<file path="config.mk">
export PLATFORM = sky130hd
export DESIGN_NAME = toast_mem_arbiter_flat
export DESIGN_NICKNAME = d
export VERILOG_FILES = /design/src/rtl/toast_mem_arbiter_if.sv /design/src/rtl/toast_mem_arbiter.sv /design/src/flat_wrapper.sv
export SDC_FILE = /design/constraint.sdc
export NUM_CORES = 1
export LEC_CHECK = 0
export CAP_MARGIN = 20
export CORE_AREA = 2 2 102 104
export CTS_CLUSTER_SIZE = 28
export DETAILED_ROUTE_END_ITERATION = 8
export DIE_AREA = 0 0 104 106
export PLACE_DENSITY = 0.76
export SYNTH_ARGS = -nofsm -noshare
export SYNTH_HDL_FRONTEND = slang
export SYNTH_SLANG_ARGS = --single-unit
</file>
<file path="constraint.sdc">
create_clock -name Clk -period 3.8 [get_ports Clk]
set_input_delay 1.14 -clock Clk [delete_from_list [all_inputs] [get_ports Clk]]
set_output_delay 1.14 -clock Clk [all_outputs]
set_load 0.01 [all_outputs]
</file>
<file path="src/rtl/toast_mem_arbiter_if.sv">
// Bus bundle between the fetch/data requesters, the shared memory and the arbiter.
// The arbiter connects through the slave modport; the requester/memory side uses master.
interface toast_mem_arbiter_if #(
    parameter int ADDR_WIDTH = 32,
    parameter int DATA_WIDTH = 32
);
    logic                  if_req;
    logic [ADDR_WIDTH-1:0] if_addr;
    logic                  if_gnt;
    logic                  if_valid;
    logic [DATA_WIDTH-1:0] if_rd_data;

    logic                  dm_req;
    logic                  dm_we;
    logic [ADDR_WIDTH-1:0] dm_addr;
    logic [DATA_WIDTH-1:0] dm_wr_data;
    logic                  dm_gnt;
    logic                  dm_valid;
    logic [DATA_WIDTH-1:0] dm_rd_data;

    logic [ADDR_WIDTH-1:0] mem_addr;
    logic                  mem_wr_en;
    logic [DATA_WIDTH-1:0] mem_wr_data;
    logic [DATA_WIDTH-1:0] mem_rd_data;

    modport slave (
        input  if_req, if_addr, dm_req, dm_we, dm_addr, dm_wr_data, mem_rd_data,
        output if_gnt, if_valid, if_rd_data, dm_gnt, dm_valid, dm_rd_data,
               mem_addr, mem_wr_en, mem_wr_data
    );

    modport master (
        output if_req, if_addr, dm_req, dm_we, dm_addr, dm_wr_data, mem_rd_data,
        input  if_gnt, if_valid, if_rd_data, dm_gnt, dm_valid, dm_rd_data,
               mem_addr, mem_wr_en, mem_wr_data
    );
endinterface

</file>
<file path="src/rtl/toast_mem_arbiter.sv">
// Two-port (fetch/data) arbiter for a single-ported memory: data has priority,
// fetch is forced through after MAX_STARVE consecutive denials.
module toast_mem_arbiter #(
    parameter int ADDR_WIDTH = 32,
    parameter int DATA_WIDTH = 32,
    parameter int MAX_STARVE = 4
) (
    input logic               Clk,
    input logic               Reset,
    toast_mem_arbiter_if.slave bus
);
    localparam logic [3:0] MAX_CNT = 4'(MAX_STARVE);

    typedef enum logic {
        IDLE,
        RD_PEND
    } state_e;

    state_e                state_d, state_q;
    logic                  rd_src_d, rd_src_q;
    logic [3:0]            starve_cnt_d, starve_cnt_q;
    logic [ADDR_WIDTH-1:0] mem_addr_d, mem_addr_q;

    logic                  if_gnt, dm_gnt, rd_gnt, starve_hit;
    logic                  if_valid, dm_valid;

    always_ff @(posedge Clk or posedge Reset) begin
        if (Reset) begin
            state_q      <= IDLE;
            rd_src_q     <= 1'b0;
            starve_cnt_q <= '0;
            mem_addr_q   <= '0;
        end else begin
            state_q      <= state_d;
            rd_src_q     <= rd_src_d;
            starve_cnt_q <= starve_cnt_d;
            mem_addr_q   <= mem_addr_d;
        end
    end

    always_comb begin
        state_d      = IDLE;
        rd_src_d     = rd_src_q;
        starve_cnt_d = '0;
        mem_addr_d   = mem_addr_q;

        // Grants are masked by the asynchronous reset so nothing leaks while it is held
        starve_hit = (starve_cnt_q == MAX_CNT);
        dm_gnt     = ~Reset & bus.dm_req & ~(bus.if_req & starve_hit);
        if_gnt     = ~Reset & bus.if_req & ~dm_gnt;
        rd_gnt     = if_gnt | (dm_gnt & ~bus.dm_we);

        if (rd_gnt) begin
            state_d  = RD_PEND;
            rd_src_d = dm_gnt;
        end

        if (bus.if_req && !if_gnt) begin
            starve_cnt_d = starve_hit ? starve_cnt_q : starve_cnt_q + 4'd1;
        end

        if (dm_gnt) begin
            mem_addr_d = bus.dm_addr;
        end else if (if_gnt) begin
            mem_addr_d = bus.if_addr;
        end

        if_valid = (state_q == RD_PEND) & ~rd_src_q;
        dm_valid = (state_q == RD_PEND) &  rd_src_q;
    end

    assign bus.if_gnt      = if_gnt;
    assign bus.dm_gnt      = dm_gnt;
    assign bus.if_valid    = if_valid;
    assign bus.dm_valid    = dm_valid;
    assign bus.if_rd_data  = if_valid ? bus.mem_rd_data : {DATA_WIDTH{1'b0}};
    assign bus.dm_rd_data  = dm_valid ? bus.mem_rd_data : {DATA_WIDTH{1'b0}};
    assign bus.mem_addr    = mem_addr_d;
    assign bus.mem_wr_en   = dm_gnt & bus.dm_we;
    assign bus.mem_wr_data = (dm_gnt & bus.dm_we) ? bus.dm_wr_data : {DATA_WIDTH{1'b0}};
endmodule

</file>
<file path="src/flat_wrapper.sv">
// flat-port wrapper written by rule: the top's interface ports become plain ports
module toast_mem_arbiter_flat 
#(
    parameter int ADDR_WIDTH = 32,
    parameter int DATA_WIDTH = 32,
    parameter int MAX_STARVE = 4
)
  (Clk, Reset, bus_if_req, bus_if_addr, bus_dm_req, bus_dm_we, bus_dm_addr, bus_dm_wr_data, bus_mem_rd_data, bus_if_gnt, bus_if_valid, bus_if_rd_data, bus_dm_gnt, bus_dm_valid, bus_dm_rd_data, bus_mem_addr, bus_mem_wr_en, bus_mem_wr_data);
  toast_mem_arbiter_if #(.ADDR_WIDTH(ADDR_WIDTH), .DATA_WIDTH(DATA_WIDTH)) bus_i ();
  input logic Clk;
  input logic Reset;
  input wire logic [$bits(bus_i.if_req)-1:0] bus_if_req;
  input wire logic [$bits(bus_i.if_addr)-1:0] bus_if_addr;
  input wire logic [$bits(bus_i.dm_req)-1:0] bus_dm_req;
  input wire logic [$bits(bus_i.dm_we)-1:0] bus_dm_we;
  input wire logic [$bits(bus_i.dm_addr)-1:0] bus_dm_addr;
  input wire logic [$bits(bus_i.dm_wr_data)-1:0] bus_dm_wr_data;
  input wire logic [$bits(bus_i.mem_rd_data)-1:0] bus_mem_rd_data;
  output wire logic [$bits(bus_i.if_gnt)-1:0] bus_if_gnt;
  output wire logic [$bits(bus_i.if_valid)-1:0] bus_if_valid;
  output wire logic [$bits(bus_i.if_rd_data)-1:0] bus_if_rd_data;
  output wire logic [$bits(bus_i.dm_gnt)-1:0] bus_dm_gnt;
  output wire logic [$bits(bus_i.dm_valid)-1:0] bus_dm_valid;
  output wire logic [$bits(bus_i.dm_rd_data)-1:0] bus_dm_rd_data;
  output wire logic [$bits(bus_i.mem_addr)-1:0] bus_mem_addr;
  output wire logic [$bits(bus_i.mem_wr_en)-1:0] bus_mem_wr_en;
  output wire logic [$bits(bus_i.mem_wr_data)-1:0] bus_mem_wr_data;
  assign bus_i.if_req = bus_if_req;
  assign bus_i.if_addr = bus_if_addr;
  assign bus_i.dm_req = bus_dm_req;
  assign bus_i.dm_we = bus_dm_we;
  assign bus_i.dm_addr = bus_dm_addr;
  assign bus_i.dm_wr_data = bus_dm_wr_data;
  assign bus_i.mem_rd_data = bus_mem_rd_data;
  assign bus_if_gnt = bus_i.if_gnt;
  assign bus_if_valid = bus_i.if_valid;
  assign bus_if_rd_data = bus_i.if_rd_data;
  assign bus_dm_gnt = bus_i.dm_gnt;
  assign bus_dm_valid = bus_i.dm_valid;
  assign bus_dm_rd_data = bus_i.dm_rd_data;
  assign bus_mem_addr = bus_i.mem_addr;
  assign bus_mem_wr_en = bus_i.mem_wr_en;
  assign bus_mem_wr_data = bus_i.mem_wr_data;
  toast_mem_arbiter #(.ADDR_WIDTH(ADDR_WIDTH), .DATA_WIDTH(DATA_WIDTH), .MAX_STARVE(MAX_STARVE)) u_core (.Clk(Clk), .Reset(Reset), .bus(bus_i));
endmodule
</file>
==> metrics <==
RSZ-0062 raised after global routing=true; Post-Route Skew=between 0.006 and 0.007 ns; first-pass GRT wire length=~17 mm; Leak=between 0.002 and 0.003 uW; CP max stage cell=mux2_2; Die Y=106 um; Synth Instances=252; status=finished clean; # diodes=0; Synth Warn #=0; CP Data Arrival Time=approximately 2.6 ns; Clock Latency Late Sink=roughly 0.29 ns; CP Max Fanout=16; Final Core Density=a little under three fifths; level count of the clock H-tree=2; synthesized flop and latch total=38; final setup vio count=0; routed wire length=~11 mm; Max-cap violations=0; clock slew seen by the registers of the worst setup and hold paths=0.08 ns; total congestion overflow=0; Yosys cell types=27; syn nets=387; most used cell, CP=dlygate4sd2_1; # IOs=266; clk sink count=38; Hold Crit Class=reg2reg; pwr/cell area=between 200 and 250 mW/mm2; Area growth syn-to-layout=113%; Placer Congestion=between 0.8 and 0.9; DRT iter0 DRCs=130; Hold Vio Cnt, Final=0; worst vdd ir=0.000200 V; initial antenna violation count=0; Slew HR=66.1%; Core Area=between 0.009 and 0.01 mm2; Global Route Usage Sum=19.1%; crit path cell chain=dlygate4sd2_1 -> nand2b_4 -> a31oi_4 -> buf_12 -> mux2_2 -> dlygate4sd2_1; Die ar.=roughly 0.011 mm2; dpl hpwl=around 8.6 mm; Slew Limit Fails=0; nets@finish=659; CTS Buf Count=5; Final ANT Viol Nets=0; slowest cell delay on critical path=0.35 ns; Clock Path Buffers=2; largest net degree at the start of global routing=39; CP startpoint kind=input pin; final worst-path cycle share=a little under 100%; Die X=between 100 and 150 um; worst hold margin=around 0.6 ns; vias in the first global route=3115; hold buffers post-CTS=0; row count=37; min cycle time layout=between 3 and 4 ns; WS Path Type=in2out; share of cells above drive strength 1=a little under a fifth; synthesized cell area=0.00259 mm2; Port Buffers=265; DR DRC count=0; Fmax=between 200 and 300 MHz; DR vias/cell=around 4.5; clock tree from TritonCTS=done; Starting Density=about a quarter; Least-Margin Pin Slew=0.509 ns; Total Power=roughly 1400 uW; DR pass1 iterations=4; register area share after synthesis=between 30% and 40%; average cell area after synthesis=10.3 um2; routed length per instance=about 17 um; root buffer cell=clkbuf_8; via count=about 3000; CP endpoint kind=output pin; CP required=2.66 ns
state kept, by name, summed over array words and instances (netlist names):
register / cells
u_core.state_q: 1
u_core.starve_cnt_q: 4
u_core.rd_src_q: 1
u_core.mem_addr_q: 32
cell usage in the layout, fill, tap and decap left out, types with 2 or more instances in the layout:
cell type,count
mux2_4,6
nor3_1,2
buf_4,12
clkdlybuf4s50_1,195
buf_6,4
buf_16,2
clkbuf_8,6
o21ai_0,2
clkdlybuf4s15_1,3
dlygate4sd2_1,38
buf_2,6
ha_1,2
nand3_1,2
dfrtp_1,38
and2_1,34
inv_1,3
mux2_1,27
nor2_1,3
mux2_2,31
nor2b_1,2
buf_12,5
and3_1,64
clkbuf_2,23
nand2b_4,2
routing by layer:
metal	vias up	wire length, um	share of wire (%)	global-route usage (%)
li1	1432	-	-	-
met1	1420	4310	39	21.7
met2	131	5750	53	36.0
met3	16	620	5.7	3.99
met4	0	253	2.3	5.69
met5	-	0	0	0
final cells by class:
type,instances,area (um2)
clock buffers,6,82.6
inverters,4,15.0
flip-flops and latches,38,951
multi-input cells,187,1550
repair buffers,288,2750
fillers,926,4460
clock inverters,2,12.5
well taps,136,170
cell families (layout without fill, tap and decap cells):
family | count (synthesis) | after routing | share of synthesized area (%)
xor+xnor | 1 | 1 | 0.338
simple gates | 111 | 111 | 26.2
buf+inv | 27 | 300 | 5.26
compound gates | 8 | 8 | 2.41
flops | 38 | 38 | 36.6
mux | 65 | 65 | 28.2
fa+ha+maj | 2 | 2 | 0.964
cells in the mapped netlist, drive strengths merged:
cell | n | share of area (%)
nand2 | 1 | 0.14
and3 | 64 | 15
nand3 | 2 | 0.39
nor2b | 2 | 0.48
clkbuf | 14 | 2.0
nand2b | 2 | 0.48
nor2 | 3 | 0.43
xor2 | 1 | 0.34
o21ai | 2 | 0.39
mux2i | 1 | 0.39
nand3b | 1 | 0.29
a31oi | 1 | 0.48
buf | 9 | 2.7
mux2 | 64 | 28
o22a | 1 | 0.34
and2 | 34 | 8.2
inv | 4 | 0.58
o2111ai | 1 | 0.34
o32ai | 1 | 0.34
dfrtp | 38 | 37
o41ai | 1 | 0.34
a21oi | 1 | 0.19
ha | 2 | 0.96
nor3 | 2 | 0.39
worst max-delay path, delay by kind of cell:
family                 cells  cell delay [ns]
buffers and inverters      3             0.73
muxes                      1             0.35
AOI/OAI and AO/OA          1             0.25
and+or+nand+nor            1             0.16
power by group:
part / switching, uW / leakage [uW] / total (uW) / internal (uW)
clock network: 153 / 0.0000472 / 299 / 146
logic: 237 / 0.00213 / 599 / 362
registers: 15.2 / 0.000454 / 474 / 459
total: 405 / 0.00264 / 1370 / 967
path summary, 6_finish.rpt:
check | end | slack, ns | depth (start not counted) | from
max reg2reg | u_core.mem_addr_q[14] | 1.84 | 7 | u_core.starve_cnt_q[0]
min | u_core.starve_cnt_q[0] | 0.61 | 1 | u_core.starve_cnt_q[0]
max | bus_mem_addr[0] | 0.03 | 6 | Reset
max in group asynchronous | u_core.mem_addr_q[27] | 2.14 | 4 | Reset
min in group asynchronous | u_core.starve_cnt_q[0] | 1.29 | 4 | Reset
min reg2reg | u_core.starve_cnt_q[0] | 0.61 | 1 | u_core.starve_cnt_q[0]
stage by stage:
stage	cell area [um2]	std cells	setup slack, ns	setup TNS [ns]
final	5540	661	0.0281	0
after floorplan	2590	252	0.517	0
after global routing	5540	661	-0.0452	-0.0843
after detailed placement	5510	648	-0.470	-27.22
after CTS	5640	663	-0.0317	-0.309
after global placement	5510	648	-0.445	-25.28
timing repair:
| item | CTS | global route |
|---|---|---|
| setup endpoints to repair | 67 | 36 |
| gates resized for setup | 102 | 52 |
| gates cloned | 3 | 0 |
| pin swaps | 1 | 0 |
| buffers inserted | 4 | 0 |
Note: power is estimated with default switching activity, not from simulation.
